===== src/rtl/rv_ctrl_pkg.sv =====
// rtl/rv_ctrl_pkg.sv - shared opcodes, FSM states and datapath select codes for the multi-cycle controller
package rv_ctrl_pkg;

    localparam logic [6:0] OP_R      = 7'b0110011;
    localparam logic [6:0] OP_I      = 7'b0010011;
    localparam logic [6:0] OP_LOAD   = 7'b0000011;
    localparam logic [6:0] OP_STORE  = 7'b0100011;
    localparam logic [6:0] OP_BRANCH = 7'b1100011;

    typedef enum logic [3:0] {
        S_IDLE,
        S_FETCH,
        S_DECODE,
        S_EXEC_R,
        S_EXEC_I,
        S_ADDR,
        S_MEM_RD,
        S_MEM_WR,
        S_ALU_WB,
        S_LOAD_WB,
        S_BRANCH
    } state_e;

    localparam logic [1:0] SRC_A_PC     = 2'b00;
    localparam logic [1:0] SRC_A_RS1    = 2'b01;
    localparam logic [1:0] SRC_A_OLD_PC = 2'b10;

    localparam logic [1:0] SRC_B_RS2    = 2'b00;
    localparam logic [1:0] SRC_B_FOUR   = 2'b01;
    localparam logic [1:0] SRC_B_IMM    = 2'b10;

    localparam logic [1:0] ALUOP_ADD    = 2'b00;
    localparam logic [1:0] ALUOP_SUB    = 2'b01;
    localparam logic [1:0] ALUOP_R_FN   = 2'b10;
    localparam logic [1:0] ALUOP_I_FN   = 2'b11;

    // States that own the memory port and therefore run the wait timer.
    function automatic logic is_mem_state(input state_e s);
        return (s == S_FETCH) || (s == S_MEM_RD) || (s == S_MEM_WR);
    endfunction

endpackage


===== src/rtl/mem_wait_timer.sv =====
// rtl/mem_wait_timer.sv - per-access wait-cycle counter with expiry flag
// Ports:
//   clk, rstn  clock, asynchronous active-low reset
//   clear_i    restart the count at zero (new access or not accessing)
//   count_i    a cycle passed without mem_ready
//   expired_o  count has reached TIMEOUT (never set when TIMEOUT = 0)
module mem_wait_timer #(
    parameter int TIMEOUT = 16
) (
    input  logic clk,
    input  logic rstn,
    input  logic clear_i,
    input  logic count_i,
    output logic expired_o
);

    localparam int W = (TIMEOUT > 0) ? $clog2(TIMEOUT + 1) : 1;

    logic [W-1:0] cnt_q, cnt_d;

    assign expired_o = (TIMEOUT != 0) && (cnt_q == W'(TIMEOUT));

    always_comb begin
        cnt_d = cnt_q;
        if (clear_i) begin
            cnt_d = '0;
        end else if (count_i && !expired_o && (TIMEOUT != 0)) begin
            cnt_d = cnt_q + W'(1);
        end
    end

    always_ff @(posedge clk or negedge rstn) begin
        if (!rstn) begin
            cnt_q <= '0;
        end else begin
            cnt_q <= cnt_d;
        end
    end

endmodule


===== src/rtl/multicycle_ctrl.sv =====
// rtl/multicycle_ctrl.sv - multi-cycle RV32I-subset sequencer with memory handshake and instret
// Ports:
//   clk, rstn            clock, asynchronous active-low reset
//   halt                 park in IDLE at the next instruction boundary
//   opcode               IR[6:0], valid from DECODE onward
//   mem_ready            memory finishes the current access this cycle
//   mem_req/mem_we/iord  memory request, write, address select (0 PC, 1 ALUOut)
//   ir_write, mdr_write  latch IR/old_pc, latch load data
//   pc_write(_cond)      PC update unconditional / on ALU zero; pc_src selects source
//   alu_src_a/b, aluop   ALU operand and operation selects
//   mem_to_reg, reg_write  writeback select and enable
//   illegal, bus_err     one-cycle pulses: bad opcode, access timeout
//   instret              retired instruction count, wraps
module multicycle_ctrl
    import rv_ctrl_pkg::*;
#(
    parameter int CNT_W   = 32,
    parameter int TIMEOUT = 16
) (
    input  logic             clk,
    input  logic             rstn,
    input  logic             halt,
    input  logic [6:0]       opcode,
    input  logic             mem_ready,
    output logic             mem_req,
    output logic             mem_we,
    output logic             iord,
    output logic             ir_write,
    output logic             mdr_write,
    output logic             pc_write,
    output logic             pc_write_cond,
    output logic             pc_src,
    output logic [1:0]       alu_src_a,
    output logic [1:0]       alu_src_b,
    output logic [1:0]       aluop,
    output logic             mem_to_reg,
    output logic             reg_write,
    output logic             illegal,
    output logic             bus_err,
    output logic [CNT_W-1:0] instret
);

    state_e           state_q, state_d;
    logic [CNT_W-1:0] instret_q, instret_d;
    logic             retire;
    logic             expired;
    logic             tmr_clear;

    // Clearing on any state change gives each access a fresh count, including
    // a FETCH that directly follows a completed store.
    assign tmr_clear = (state_d != state_q) || !is_mem_state(state_q);

    mem_wait_timer #(.TIMEOUT(TIMEOUT)) u_timer (
        .clk       (clk),
        .rstn      (rstn),
        .clear_i   (tmr_clear),
        .count_i   (!mem_ready),
        .expired_o (expired)
    );

    always_ff @(posedge clk or negedge rstn) begin
        if (!rstn) begin
            state_q   <= S_IDLE;
            instret_q <= '0;
        end else begin
            state_q   <= state_d;
            instret_q <= instret_d;
        end
    end

    always_comb begin
        state_d       = state_q;
        retire        = 1'b0;
        mem_req       = 1'b0;
        mem_we        = 1'b0;
        iord          = 1'b0;
        ir_write      = 1'b0;
        mdr_write     = 1'b0;
        pc_write      = 1'b0;
        pc_write_cond = 1'b0;
        pc_src        = 1'b0;
        alu_src_a     = SRC_A_PC;
        alu_src_b     = SRC_B_RS2;
        aluop         = ALUOP_ADD;
        mem_to_reg    = 1'b0;
        reg_write     = 1'b0;
        illegal       = 1'b0;
        bus_err       = 1'b0;

        case (state_q)
            S_IDLE: begin
                if (!halt) state_d = S_FETCH;
            end
            S_FETCH: begin
                mem_req   = 1'b1;
                alu_src_b = SRC_B_FOUR;
                if (mem_ready) begin
                    ir_write = 1'b1;
                    pc_write = 1'b1;
                    state_d  = S_DECODE;
                end else if (expired) begin
                    // PC was not advanced, so the next FETCH repeats this address.
                    bus_err = 1'b1;
                    state_d = S_IDLE;
                end
            end
            S_DECODE: begin
                // Branch target = old_pc + imm, parked in ALUOut for BRANCH.
                alu_src_a = SRC_A_OLD_PC;
                alu_src_b = SRC_B_IMM;
                case (opcode)
                    OP_R:               state_d = S_EXEC_R;
                    OP_I:               state_d = S_EXEC_I;
                    OP_LOAD, OP_STORE:  state_d = S_ADDR;
                    OP_BRANCH:          state_d = S_BRANCH;
                    default: begin
                        illegal = 1'b1;
                        state_d = halt ? S_IDLE : S_FETCH;
                    end
                endcase
            end
            S_EXEC_R: begin
                alu_src_a = SRC_A_RS1;
                aluop     = ALUOP_R_FN;
                state_d   = S_ALU_WB;
            end
            S_EXEC_I: begin
                alu_src_a = SRC_A_RS1;
                alu_src_b = SRC_B_IMM;
                aluop     = ALUOP_I_FN;
                state_d   = S_ALU_WB;
            end
            S_ADDR: begin
                alu_src_a = SRC_A_RS1;
                alu_src_b = SRC_B_IMM;
                state_d   = (opcode == OP_STORE) ? S_MEM_WR : S_MEM_RD;
            end
            S_MEM_RD: begin
                mem_req = 1'b1;
                iord    = 1'b1;
                if (mem_ready) begin
                    mdr_write = 1'b1;
                    state_d   = S_LOAD_WB;
                end else if (expired) begin
                    bus_err = 1'b1;
                    state_d = S_IDLE;
                end
            end
            S_MEM_WR: begin
                mem_req = 1'b1;
                iord    = 1'b1;
                mem_we  = 1'b1;
                if (mem_ready) begin
                    retire = 1'b1;
                end else if (expired) begin
                    bus_err = 1'b1;
                    state_d = S_IDLE;
                end
            end
            S_ALU_WB: begin
                reg_write = 1'b1;
                retire    = 1'b1;
            end
            S_LOAD_WB: begin
                reg_write  = 1'b1;
                mem_to_reg = 1'b1;
                retire     = 1'b1;
            end
            S_BRANCH: begin
                alu_src_a     = SRC_A_RS1;
                aluop         = ALUOP_SUB;
                pc_write_cond = 1'b1;
                pc_src        = 1'b1;
                retire        = 1'b1;
            end
            default: state_d = S_IDLE;
        endcase

        // Every retiring state ends at an instruction boundary, where halt is honoured.
        if (retire) state_d = halt ? S_IDLE : S_FETCH;
    end

    assign instret_d = retire ? instret_q + CNT_W'(1) : instret_q;
    assign instret   = instret_q;

endmodule

===== config.mk =====
export PLATFORM = sky130hd
export DESIGN_NAME = multicycle_ctrl
export DESIGN_NICKNAME = d
export VERILOG_FILES = /design/src/rtl/rv_ctrl_pkg.sv /design/src/rtl/mem_wait_timer.sv /design/src/rtl/multicycle_ctrl.sv
export SDC_FILE = /design/constraint.sdc
export NUM_CORES = 1
export LEC_CHECK = 0
export BUFFER_PORTS_ARGS = -buffer_cell sky130_fd_sc_hd__buf_2
export CELL_PAD_IN_SITES_DETAIL_PLACEMENT = 1
export CELL_PAD_IN_SITES_GLOBAL_PLACEMENT = 2
export CORE_ASPECT_RATIO = 0.9
export CORE_UTILIZATION = 32
export DETAILED_ROUTE_END_ITERATION = 10
export PLACE_DENSITY_LB_ADDON = 0.1
export SLEW_MARGIN = 20
export SYNTH_ARGS = -nofsm -noshare
export SYNTH_HDL_FRONTEND = slang
export SYNTH_HIERARCHICAL = 1
export SYNTH_SLANG_ARGS = --single-unit

===== constraint.sdc =====
create_clock -name clk -period 2.4 [get_ports clk]
set_input_delay 0.24 -clock clk [delete_from_list [all_inputs] [get_ports clk]]
set_output_delay 0.24 -clock clk [all_outputs]
set_load 0.02 [all_outputs]

== Yosys cells after proc, flatten, opt, wreduce, memory -nomap -nowiden ==
Index checks and enable logic that the tools add are counted.

* Add/sub/neg operators: 2
* Multipliers: 0
* Divide/modulo/power cells: 0
* Magnitude comparators: 0
* Eq/ne operators: 17
* Shift-type cells: 0
* Muxes and demuxes: 30
* Bitwise logic cells: 0
* Reduce and logical (&&, ||, !) cells: 18

{| class="wikitable"
|+ Operator list
! kind !! number
|-
| $add A32 B1 Y32 const B || 1
|-
| $pmux W4 S8 || 1
|-
| $mux W4 || 6
|-
| $eq A4 B3 Y1 const B || 4
|-
| $mux W1 || 16
|-
| $pmux W4 S4 || 1
|-
| $eq A7 B6 Y1 const B || 2
|-
| $eq A4 B4 Y1 const B || 3
|-
| $mux W5 || 2
|-
| $reduce_or A3 Y1 || 3
|-
| $eq A4 B2 Y1 const B || 2
|-
| $pmux W2 S2 || 2
|-
| $reduce_or A2 Y1 || 4
|-
| $eq A7 B2 Y1 const B || 1
|-
| $eq A7 B5 Y1 const B || 1
|-
| $eq A7 B7 Y1 const B || 1
|-
| $pmux W2 S3 || 1
|-
| $add A5 B1 Y5 const B || 1
|-
| $eq A5 B5 Y1 const B || 1
|-
| $reduce_or A5 Y1 || 1
|-
| $eq A4 B1 Y1 const B || 1
|-
| $logic_not A4 Y1 || 1
|-
| $ne A4 B4 Y1 || 1
|-
| $reduce_or A4 Y1 || 1
|-
| other kinds (5) || 9
|}

* Register bits after elaboration: 41
* Latch bits: 0
* RAM bits: 0
* ROM bits: 0
* Bits of input ports: 11
* Output and inout port bits: 50
* Word-level logic and storage cells: 70
* Memories: 0

== Depth between registers and ports, before layout ==
Gate-level depths: netlist of the first run.

* Depth in word-level cells: 8
* Depth in mapped cells: 10
* Depth with buffers taken out: 10

== By module ==
Netlist of the first run, hierarchy kept.

{| class="wikitable"
|+ By module, submodules not included
! module !! instances !! cells an instance !! area an instance (um2) !! sequential area each (um2)
|-
| multicycle_ctrl || 1 || 219 || 2102.0 || 900.9
|-
| mem_wait_timer || 1 || 27 || 280.3 || 125.1
|}

== Least setup slack after synthesis of the first run ==
Ideal clock, no wire load.

* Path kind: reg-to-output
* Start: reg state_q[3]
* End: out pc_write
* Arrival time: 2.406 ns
* Required time: 2.160 ns
* Slack: -0.246 ns
* Cell stages (with the launch flop): 6
* Buffers on the path: 2
* Cells stage by stage: dfrtp_1 clkbuf_1 nor3_1 a31oi_1 nor4bb_1 buf_4

* Word-level cells in the longest chain between the ends: 2

{| class="wikitable"
|+ RTL lines
! element !! line !! source
|-
| start, declared || multicycle_ctrl.sv:43 || <nowiki>state_e state_q, state_d;</nowiki>
|-
| start signal, assigned || multicycle_ctrl.sv:66 || <nowiki>state_q <= state_d;</nowiki>
|-
| $eq A4 B1 Y1 || n/a ||
|-
| $mux W1 || n/a ||
|-
| end, declared || multicycle_ctrl.sv:30 || <nowiki>output logic pc_write,</nowiki>
|}

Every way passes these cells.

==> flow_summary_export.csv, run 1 <==
group,metric,value,unit
setup_path,r2r_start,"u_timer/cnt_q[0]",
detailed_routing,drt_first_pass_iters,4,
pwr,clock_power_share,0.218,
floorplanning,chipHeight,83.9,µm
setup_path,critPathSlowestCell,"dfrtp_1",
setup_path,reg2reg_depth,12,
yosys,avgSynthCellArea,9.68,µm²
yosys,synthCells,246,
sta,slew_viol_final,0,
floorplanning,core,7110,µm²
sta,final.setup.tns,0,ns
floorplanning,die_x,93.0,µm
setup_path,reg2reg_to,"u_timer/cnt_q[1]",
floorplanning,start_util,0.335,
yosys,synth.distinct_cells,48,
yosys,synth_flop_cell,"dfrtp_1",
cts,clockBufferDepth,2,
cts,clkSinkCount,41,
grt,overflow,0,
setup_path,cp-start-kind,"flop",
min_path,hold_class,"in -> reg",
yosys,synth_area,2380,µm²
final_layout,num-fill-cells,856,
grt,grt_pass1_vias,2020,
grt,grt_usage,0.165,
detailed_routing,vias,2016,
status,status,"complete, no violations",
yosys,yosysTopAreaCell,"dfrtp_1",
sta,setup_ws,0.107,ns
yosys,synth_area_leaders,"dfrtp_1 (43%), xor2_1 (7.0%), xnor2_1 (5.9%)",
final_layout,stdcell_count,414,
grt,grt_max_degree,20,
flow_run,drv_cap,0,
final_layout,fin_util,0.421,
sta,hold_viol,0,
pwr,power.density,693,nW/µm²
setup_path,crit_chain,"inv_1 > ha_1 > and4bb_4 > nor2_2 > nand2_1 > o21ai_2 > a31oi_2 > nor4bb_2 > buf_2",
pwr,p_sw,774,µW
detailed_routing,drt-initial-drc-count,33,
setup_path,endpoint_kind,"output port",
final_layout,syn_to_final_growth,25.6,%
pwr,p_comb_frac,0.377,
setup_path,worst-path-stages,9,
cts,cts_tree,"yes",
placement,gp_congestion,0.801,
setup_path,crit_path_end,"ir_write",
sta,max_slew_margin,0.707,
detailed_routing,wire_per_inst,14.6,µm
pwr,max-vdd-ir-drop,0.333,mV
yosys,synth_edf_count,0,
final_layout,diodes,0,
floorplanning,core.rowCount,29,
sta,worst_slew_pin_slew,0.440,ns
setup_path,cp_slowest_stage_delay,0.36,ns
cts,cts_root_buf,"clkbuf_8",
yosys,synth_seq_cells,41,
cts,cts.clk_slew.worst_paths,0.08,ns
final_layout,design_area,2990,µm²
placement,placed_cells,397,
placement,placed_area,2810,µm²
yosys,synth.top_cell.area_share,0.431,
placement,io_buffers,60,
cts,cts_made_buffers,5,
detailed_routing,ant_nets,0,
floorplanning,num_io_pins,61,
yosys,syn_nets,260,
placement,dpl_worst_slack,0.202,ns
detailed_routing,wl,6.02,mm
setup_path,crit_arrival,2.05,ns
sta,setup_violations,0,
cts,htreeDepth,2,
placement,place.detailed.hpwl,4.52,mm
pwr,pwr-share-seq,0.405,
pwr,p_leak,0.00150,µW
final_layout,final_nets,335,
cts,clock_latency,0.29,ns
final_layout,final_cell_mix,"buf_2 (59), dfrtp_1 (41), nor2_1 (25)",
pwr,internal_power,1300,µW
setup_path,path_buf_inv,2,
setup_path,rrSetupSlack,0.15,ns
yosys,yosysSeqAreaShare,0.431,
grt,grt_pass1_wl,10.2,mm
setup_path,startpoint,"u_timer/cnt_q[0]",
yosys,synth_warnings,6,
setup_path,crit_family,"simple AND/OR/NAND/NOR gates",
floorplanning,die-area,7790,µm²
sta,fin_skew,0.00662,ns
detailed_routing,drc,0,
sta,fmax,0.436,GHz
final_layout,drive_gt1_frac,0.333,
detailed_routing,viasPerCell,4.87,
setup_path,path_max_fanout,4,
sta,fin_crit_sh,0.956,
final_layout,layout_commonest_cell,"buf_2",
pwr,p_sw_frac,0.373,
sta,fin_crit,2.29,ns
setup_path,critical_path_class,"reg -> out",
grt,antenna_found_initial,0,
yosys,ys_async_sr_fraction,1.00,
setup_path,cp.required,2.16,ns
-- layout make-up --
type | count | area (µm²) | area share
repair buffers | 77 | 433 | 0.145
inverters | 12 | 45.0 | 0.0151
flip-flops and latches | 41 | 1030 | 0.343
multi-input cells | 184 | 1280 | 0.430
clock buffers | 7 | 86.3 | 0.0289
well taps | 93 | 116 | 0.0389
-- synthesized netlist by cell type (2+ instances only) --
| master | number |
|---|---|
| a21oi_1 | 10 |
| a31oi_1 | 2 |
| and2_1 | 4 |
| and3_1 | 6 |
| and4_1 | 2 |
| buf_2 | 3 |
| buf_4 | 3 |
| clkbuf_1 | 2 |
| dfrtp_1 | 41 |
| ha_1 | 3 |
| inv_1 | 12 |
| mux2_2 | 2 |
| nand2_1 | 16 |
| nand2b_1 | 11 |
| nand3_1 | 8 |
| nand4_1 | 9 |
| nand4_4 | 2 |
| nor2_1 | 26 |
| nor2b_1 | 5 |
| nor3_1 | 7 |
| nor3_2 | 8 |
| o21ai_0 | 3 |
| or2_2 | 2 |
| or3_1 | 2 |
| xnor2_1 | 16 |
| xor2_1 | 19 |
-- how the worst min path moves through the flow --
stage               startpoint  slack (ns)  depth (start not counted)                to
global route              halt        0.21                          2        state_q[0]
floorplan                 rstn       -0.06                          0        instret[0]
global placement          rstn        0.20                          1  u_timer/cnt_q[0]
detailed placement        rstn        0.21                          1  u_timer/cnt_q[0]
finish                    halt        0.19                          2        state_q[0]
CTS                       halt        0.18                          2        state_q[0]
-- power by group through the flow --
stage,clock (µW),combinational (µW),sequential [µW]
floorplan,0,474,857
global placement,0,724,854
detailed placement,0,724,854
CTS,477,753,839
global route,504,858,854
finish,451,781,840
-- flip-flops by register name (all words and copies together), names as in the netlist --
register,count
instret,32
state_q,4
u_timer/cnt_q,5
-- kinds of logic after synthesis --
kind of cell               count (synthesis)  synth area share
and+or+nand+nor                          118             0.298
DFF                                       41             0.431
xor gates and xnor gates                  35             0.129
muxes                                      3            0.0137
AOI/OAI and AO/OA                         25            0.0730
adders and majority gates                  3            0.0158
buffers and inverters                     21            0.0399
-- per-layer routing --
layer	track usage	routed length, µm
met1	0.241	3030
met2	0.243	2710
met3	0.0328	204
met4	0.0545	81
met5	0	0
-- through the flow --
step / power, µW / hold WS, ns
4_1_cts: 2070 / 0.185
3_5_place_dp: 1580 / 0.209
6_report: 2070 / 0.194
5_1_grt: 2220 / 0.208
2_1_floorplan: 1330 / -0.0556
3_3_place_gp: 1580 / 0.203
-- timing repair --
| item | in CTS | in global routing |
|---|---|---|
| endpoints found under the hold margin | 17 | 0 |
| buffers inserted | 3 | 6 |
| hold buffers | 1 | 0 |
| endpoints found under the setup margin | 2 | 2 |
| gates resized for setup | 2 | 3 |
| cloned | 0 | 0 |
| pin swaps | 2 | 2 |
No activity file was read; power rests on OpenSTA's default activity.
==> run 2: changes to the inputs <==
--- a/config.mk
+++ b/config.mk
@@ -6,10 +6,10 @@
 export NUM_CORES = 1
 export LEC_CHECK = 0
 export BUFFER_PORTS_ARGS = -buffer_cell sky130_fd_sc_hd__buf_2
-export CELL_PAD_IN_SITES_DETAIL_PLACEMENT = 1
-export CELL_PAD_IN_SITES_GLOBAL_PLACEMENT = 2
+export CELL_PAD_IN_SITES_DETAIL_PLACEMENT = 0
+export CELL_PAD_IN_SITES_GLOBAL_PLACEMENT = 1
 export CORE_ASPECT_RATIO = 0.9
-export CORE_UTILIZATION = 32
+export CORE_UTILIZATION = 40
 export DETAILED_ROUTE_END_ITERATION = 10
 export PLACE_DENSITY_LB_ADDON = 0.1
 export SLEW_MARGIN = 20
==> run 2 against run 1 <==
  * Via count down 4.9%
  * Wire length down 18%
  * Final area down 2.1%
  * Non-clock buffer count down 6
  * Clock skew down 0.0022 ns
  * Worst setup slack better by 0.037 ns
  * Utilization up 9.1 points
  * Maximum frequency up 1.7%
==> flow_summary_export.csv, run 2 (synthesis results as in run 1) <==
group,metric,value,unit
floorplanning,core,5730,µm²
setup_path,crit_chain,"inv_1 > ha_1 > and4bb_4 > nor2_2 > nand2_1 > o21ai_2 > a31oi_2 > nor4bb_2 > buf_2",
setup_path,reg2reg_depth,12,
cts,clkSinkCount,41,
pwr,pwr-share-seq,0.405,
final_layout,diodes,0,
sta,fmax,0.443,GHz
setup_path,path_buf_inv,2,
pwr,p_comb_frac,0.361,
min_path,hold_class,"in -> async",
setup_path,crit_family,"simple AND/OR/NAND/NOR gates",
cts,clock_latency,0.29,ns
setup_path,critical_path_class,"reg -> out",
floorplanning,start_util,0.416,
sta,setup_ws,0.144,ns
pwr,clock_power_share,0.234,
cts,cts_root_buf,"clkbuf_8",
sta,max_slew_margin,0.411,
detailed_routing,ant_nets,0,
floorplanning,die_x,83.3,µm
final_layout,largest_reg_flops,32,
flow_run,drv_cap,0,
final_layout,layout_commonest_cell,"buf_2",
sta,worst_slew_pin_slew,0.883,ns
cts,htreeDepth,2,
pwr,internal_power,1330,µW
pwr,p_leak,0.00147,µW
detailed_routing,wire_per_inst,12.8,µm
pwr,p_sw_frac,0.362,
detailed_routing,drt_first_pass_iters,5,
setup_path,worst-path-stages,9,
final_layout,design_area,2930,µm²
placement,placed_area,2770,µm²
grt,overflow,0,
detailed_routing,drt-initial-drc-count,59,
status,status,"complete, no violations",
detailed_routing,viasPerCell,4.97,
sta,fin_crit,2.26,ns
setup_path,crit_arrival,2.02,ns
placement,io_buffers,60,
setup_path,cp_slowest_stage_delay,0.35,ns
floorplanning,chipHeight,75.2,µm
setup_path,path_max_fanout,6,
setup_path,endpoint_kind,"output port",
pwr,p_total,2080,µW
pwr,power.density,709,nW/µm²
grt,grt_usage,0.163,
setup_path,critPathSlowestCell,"dfrtp_1",
final_layout,multi_input_area,1290,µm²
grt,grt_pass1_wl,8.00,mm
pwr,max-vdd-ir-drop,0.441,mV
cts,cts_tree,"yes",
floorplanning,die-area,6270,µm²
final_layout,syn_to_final_growth,23.0,%
final_layout,num-fill-cells,553,
cts,cts.clk_slew.worst_paths,0.07,ns
setup_path,cp.required,2.16,ns
sta,hold_viol,0,
final_layout,layout.area.seq,1030,µm²
sta,fin_skew,0.00443,ns
detailed_routing,wl,4.94,mm
pwr,p_sw,752,µW
placement,place.detailed.hpwl,3.63,mm
placement,gp_congestion,0.807,
final_layout,final_cell_mix,"buf_2 (60), dfrtp_1 (41), nor2_1 (25)",
sta,slew_viol_final,0,
cts,cts_made_buffers,5,
final_layout,drive_gt1_frac,0.332,
final_layout,stdcell_count,386,
sta,fin_crit_sh,0.940,
placement,dpl_worst_slack,0.170,ns
detailed_routing,vias,1918,
placement,placed_cells,372,
setup_path,cp-start-kind,"flop",
final_layout,final_nets,329,
cts,clockBufferDepth,2,
floorplanning,core.rowCount,26,
detailed_routing,drc,0,
grt,antenna_found_initial,0,
grt,grt_pass1_vias,1631,
grt,grt_max_degree,42,
sta,setup_violations,0,
floorplanning,num_io_pins,61,
[run 2: changes by cell type in the layout (fill, tap and decap cells not counted), sizes merged]
cell         change
buf              -5
dlygate4sd3      -1
clkinv           +1
[run 2: worst paths after layout]
| check | start | to | slack, ns |
|---|---|---|---|
| max reg2reg | u_timer/cnt_q[0] | u_timer/cnt_q[1] | 0.19 |
| max | u_timer/cnt_q[0] | ir_write | 0.14 |
| max in group asynchronous | rstn | state_q[3] | 1.78 |
| min in group clk | halt | state_q[0] | 0.21 |
| min reg2reg | instret[31] | instret[31] | 0.47 |
| min | rstn | u_timer/cnt_q[0] | 0.07 |
[run 2: power groups by stage]
stage	Combinational (µW)	Clock, µW	Sequential (µW)
global route	820	538	858
CTS	741	509	843
detailed placement	699	0	857
global placement	704	0	857
floorplan	474	0	857
finish	750	485	842
[run 2: metal layers]
layer  up-vias  track usage  wire length [µm]
met1       889        0.250              2590
met2        41        0.220              2040
li1        980            -                 -
met4         0       0.0632                69
met5         -            0                 0
met3         8       0.0373               242
[run 2: final cells by class]
class | instances | share of cell area
clock buffers | 7 | 0.0329
clock inverters | 1 | 0.00171
inverters | 12 | 0.0154
multi-input cells | 184 | 0.439
flip-flops and latches | 41 | 0.350
well taps | 70 | 0.0299
repair buffers | 71 | 0.131
[run 2: what timing repair did]
item / 4_1_cts / 5_1_grt
hold buffers: 0 / 0
pin swaps: 2 / 3
endpoints found under the hold margin: 0 / 0
gates cloned: 0 / 0
setup endpoints to repair: 2 / 4
setup buffers: 4 / 2
gates resized for setup: 2 / 3
[run 2: through the flow]
step                      hold slack [ns]  TNS (ns)  utilization
after floorplan                   -0.0556         0            -
after global placement              0.424         0        0.484
after detailed placement            0.427         0        0.484
after CTS                           0.105         0        0.507
after global routing                0.153  -0.00165        0.512
final                              0.0663         0        0.512
[run 2: worst register-to-register path: cells and delay by family (launching register included)]
kind / cells / cell delay, ns
multiplexers: 1 / 0.12
buffers and inverters: 3 / 0.32
AO/OA/AOI/OAI: 3 / 0.57
flip-flops: 1 / 0.35
AND/OR/NAND/NOR: 4 / 0.58
adder cells (fa/ha/maj): 1 / 0.19
==> run 3: changes to the inputs <==
--- a/config.mk
+++ b/config.mk
@@ -5,11 +5,12 @@
 export SDC_FILE = /design/constraint.sdc
 export NUM_CORES = 1
 export LEC_CHECK = 0
+export ABC_AREA = 1
 export BUFFER_PORTS_ARGS = -buffer_cell sky130_fd_sc_hd__buf_2
 export CELL_PAD_IN_SITES_DETAIL_PLACEMENT = 0
 export CELL_PAD_IN_SITES_GLOBAL_PLACEMENT = 1
 export CORE_ASPECT_RATIO = 0.9
-export CORE_UTILIZATION = 40
+export CORE_UTILIZATION = 39
 export DETAILED_ROUTE_END_ITERATION = 10
 export PLACE_DENSITY_LB_ADDON = 0.1
 export SLEW_MARGIN = 20
==> run 3 against run 2 <==
  * Critical endpoint is now u_timer/cnt_q[3]
  * Final cell count rose by 45%
  * Power rose by 13%
  * Sequential power rose by 4.2%
  * Sequential share of layout area fell by 4.1 points
  * Via count rose by 37%
  * Final area rose by 13%
  * Critical path type is now reg -> reg
==> flow_summary_export.csv, run 3 <==
group,metric,value,unit
status,status,"complete, no violations",
grt,overflow,0,
floorplanning,die-area,7520,µm²
yosys,yosysSeqAreaShare,0.367,
yosys,synth_most_common_cell,"nand2_1",
yosys,synth.top_cell.area_share,0.367,
grt,grt_usage,0.199,
yosys,synthCells,403,
sta,setup_violations,0,
cts,cts_root_buf,"clkbuf_8",
final_layout,fin_util,0.490,
yosys,synth.distinct_cells,28,
setup_path,path_max_fanout,6,
setup_path,critPathMostFrequentCell,"nand2_1",
setup_path,critical_path_class,"reg -> reg",
yosys,yosysTopAreaCell,"dfrtp_1",
yosys,ys_async_sr_fraction,1.00,
pwr,p_total,2340,µW
final_layout,drive_gt1_frac,0.205,
setup_path,reg2reg_depth,20,
sta,rsz0062_at_grt,"false",
final_layout,design_area,3310,µm²
grt,antenna_found_initial,0,
yosys,synth_area,2800,µm²
floorplanning,num_io_pins,61,
detailed_routing,drt-initial-drc-count,109,
yosys,synth_warnings,6,
cts,htreeDepth,2,
setup_path,cp_slowest_stage_delay,0.39,ns
placement,place.detailed.hpwl,5.58,mm
floorplanning,start_util,0.414,
final_layout,final_nets,482,
yosys,avgSynthCellArea,6.94,µm²
flow_run,drv_cap,0,
pwr,p_leak,0.00187,µW
yosys,synth_flop_cell,"dfrtp_1",
sta,final.setup.tns,0,ns
sta,slew_viol_final,0,
placement,gp_congestion,0.866,
setup_path,cp.required,2.58,ns
setup_path,crit_chain,"inv_2 > ha_1 > nand2_1 > inv_1 > nand2_2 > inv_1 > nand2_1 > nand3_1 > nand3_1 > nor2_1 > nand2_1 > nand2_1 > nand2_1 > nand2_1 > nor2_1 > nand2_1 > bufinv_8 > nand2_4 > nand2_1 > nand2_1",
placement,io_buffers,60,
cts,clkSinkCount,41,
setup_path,endpoint_kind,"flop",
setup_path,crit_arrival,2.34,ns
final_layout,final_cell_mix,"nand2_1 (130), buf_2 (60), inv_1 (57)",
grt,grt_pass1_wl,11.5,mm
sta,fin_skew,0.0111,ns
sta,max_slew_margin,0.392,
detailed_routing,viasPerCell,4.70,
final_layout,largest_reg_flops,32,
cts,clockBufferDepth,2,
detailed_routing,wire_per_inst,12.6,µm
final_layout,syn_to_final_growth,18.4,%
final_layout,num-fill-cells,732,
cts,cts_hold_buf,0,
sta,hold_viol,0,
detailed_routing,vias,2623,
detailed_routing,wl,7.06,mm
sta,fmax,0.463,GHz
placement,placed_area,3190,µm²
cts,cts.clk_slew.worst_paths,0.09,ns
final_layout,diodes,0,
min_path,hold_class,"in -> async",
grt,grt_max_degree,42,
floorplanning,core.rowCount,28,
yosys,synth_area_leaders,"dfrtp_1 (37%), nand2_1 (17%), inv_1 (7.8%)",
yosys,syn_nets,417,
yosys,synthTopCellsByCount,"nand2_1 (130), inv_1 (58), nor2_1 (50)",
detailed_routing,drt_first_pass_iters,5,
cts,cts_made_buffers,5,
floorplanning,core,6760,µm²
pwr,power.density,706,nW/µm²
sta,fin_crit_sh,0.900,
cts,clock_latency,0.29,ns
final_layout,layout.area.seq,1030,µm²
detailed_routing,drc,0,
floorplanning,chipHeight,82.4,µm
final_layout,layout_commonest_cell,"nand2_1",
cts,cts_tree,"yes",
final_layout,multi_input_area,1490,µm²
sta,worst_slew_pin_slew,0.913,ns
yosys,synth_edf_count,0,
yosys,synth_seq_cells,41,
floorplanning,die_x,91.3,µm
sta,fin_crit,2.16,ns
setup_path,critPathSlowestCell,"dfrtp_1",
detailed_routing,ant_nets,0,
setup_path,cp-start-kind,"flop",
grt,grt_pass1_vias,2322,
pwr,max-vdd-ir-drop,0.525,mV
-- run 3: cell types whose count changed in the layout (fill, tap and decap cells not counted), moves of 8 or more --
| cell | delta |
|---|---|
| nand3_1 | +16 |
| nand2_1 | +114 |
| nor3_1 | +8 |
| inv_1 | +45 |
| nand2b_1 | -11 |
| nor2_1 | +24 |
| buf_4 | -9 |
-- run 3: cell type report --
type | count | share of cell area
Multi-Input combinational cell | 295 | 0.449
Sequential cell | 41 | 0.310
Timing Repair Buffer | 63 | 0.101
Inverter | 62 | 0.0744
Tap cell | 90 | 0.0340
Clock buffer | 5 | 0.0208
Clock inverter | 2 | 0.0106
-- run 3: final timing paths --
path                               endpoint  slack (ns)              from
max                        u_timer/cnt_q[3]        0.24  u_timer/cnt_q[0]
min                             instret[30]        0.07              rstn
max reg2reg                u_timer/cnt_q[3]        0.24  u_timer/cnt_q[0]
min reg2reg                     instret[10]        0.51       instret[10]
max in group asynchronous        instret[2]        1.75              rstn
min in group clk                 state_q[0]        0.23              halt
-- run 3: timing repair --
action / 4_1_cts / 5_1_grt
setup endpoints to repair: 0 / 5
setup buffers: 0 / 2
resized for setup: 0 / 2
-- run 3: kinds of logic after synthesis --
logic type,Yosys count,synth area share
buf+inv,67,0.102
fa+ha+maj,3,0.0134
compound gates,16,0.0326
xor+xnor,30,0.0939
simple gates,246,0.391
flops,41,0.367
-- run 3: per-stage QoR --
stage          setup WS, ns  hold WS (ns)  std cells
2_1_floorplan         0.230       -0.0556        403
3_3_place_gp          0.267         0.430        549
3_5_place_dp          0.218         0.446        549
4_1_cts               0.195         0.125        556
5_1_grt              0.0396         0.166        558
6_report              0.239        0.0716        558
-- run 3: critical path: cells and delay by family, from the launching register on --
family | cells | cell delay (ns)
and+or+nand+nor | 15 | 1.08
DFF | 1 | 0.39
buffers and inverters | 4 | 0.39
adders and majority gates | 1 | 0.19
-- run 3: report_power, final --
group / switching (µW) / internal (µW)
Sequential: 105 / 772
Clock: 246 / 303
Combinational: 603 / 312
Total: 954 / 1390
-- run 3: per-layer routing --
metal,wire [µm],up-vias,GRT usage
met1,3650,1171,0.303
met3,487,8,0.0339
met4,83,0,0.0492
met5,0,-,0
li1,-,1369,-
met2,2830,75,0.288
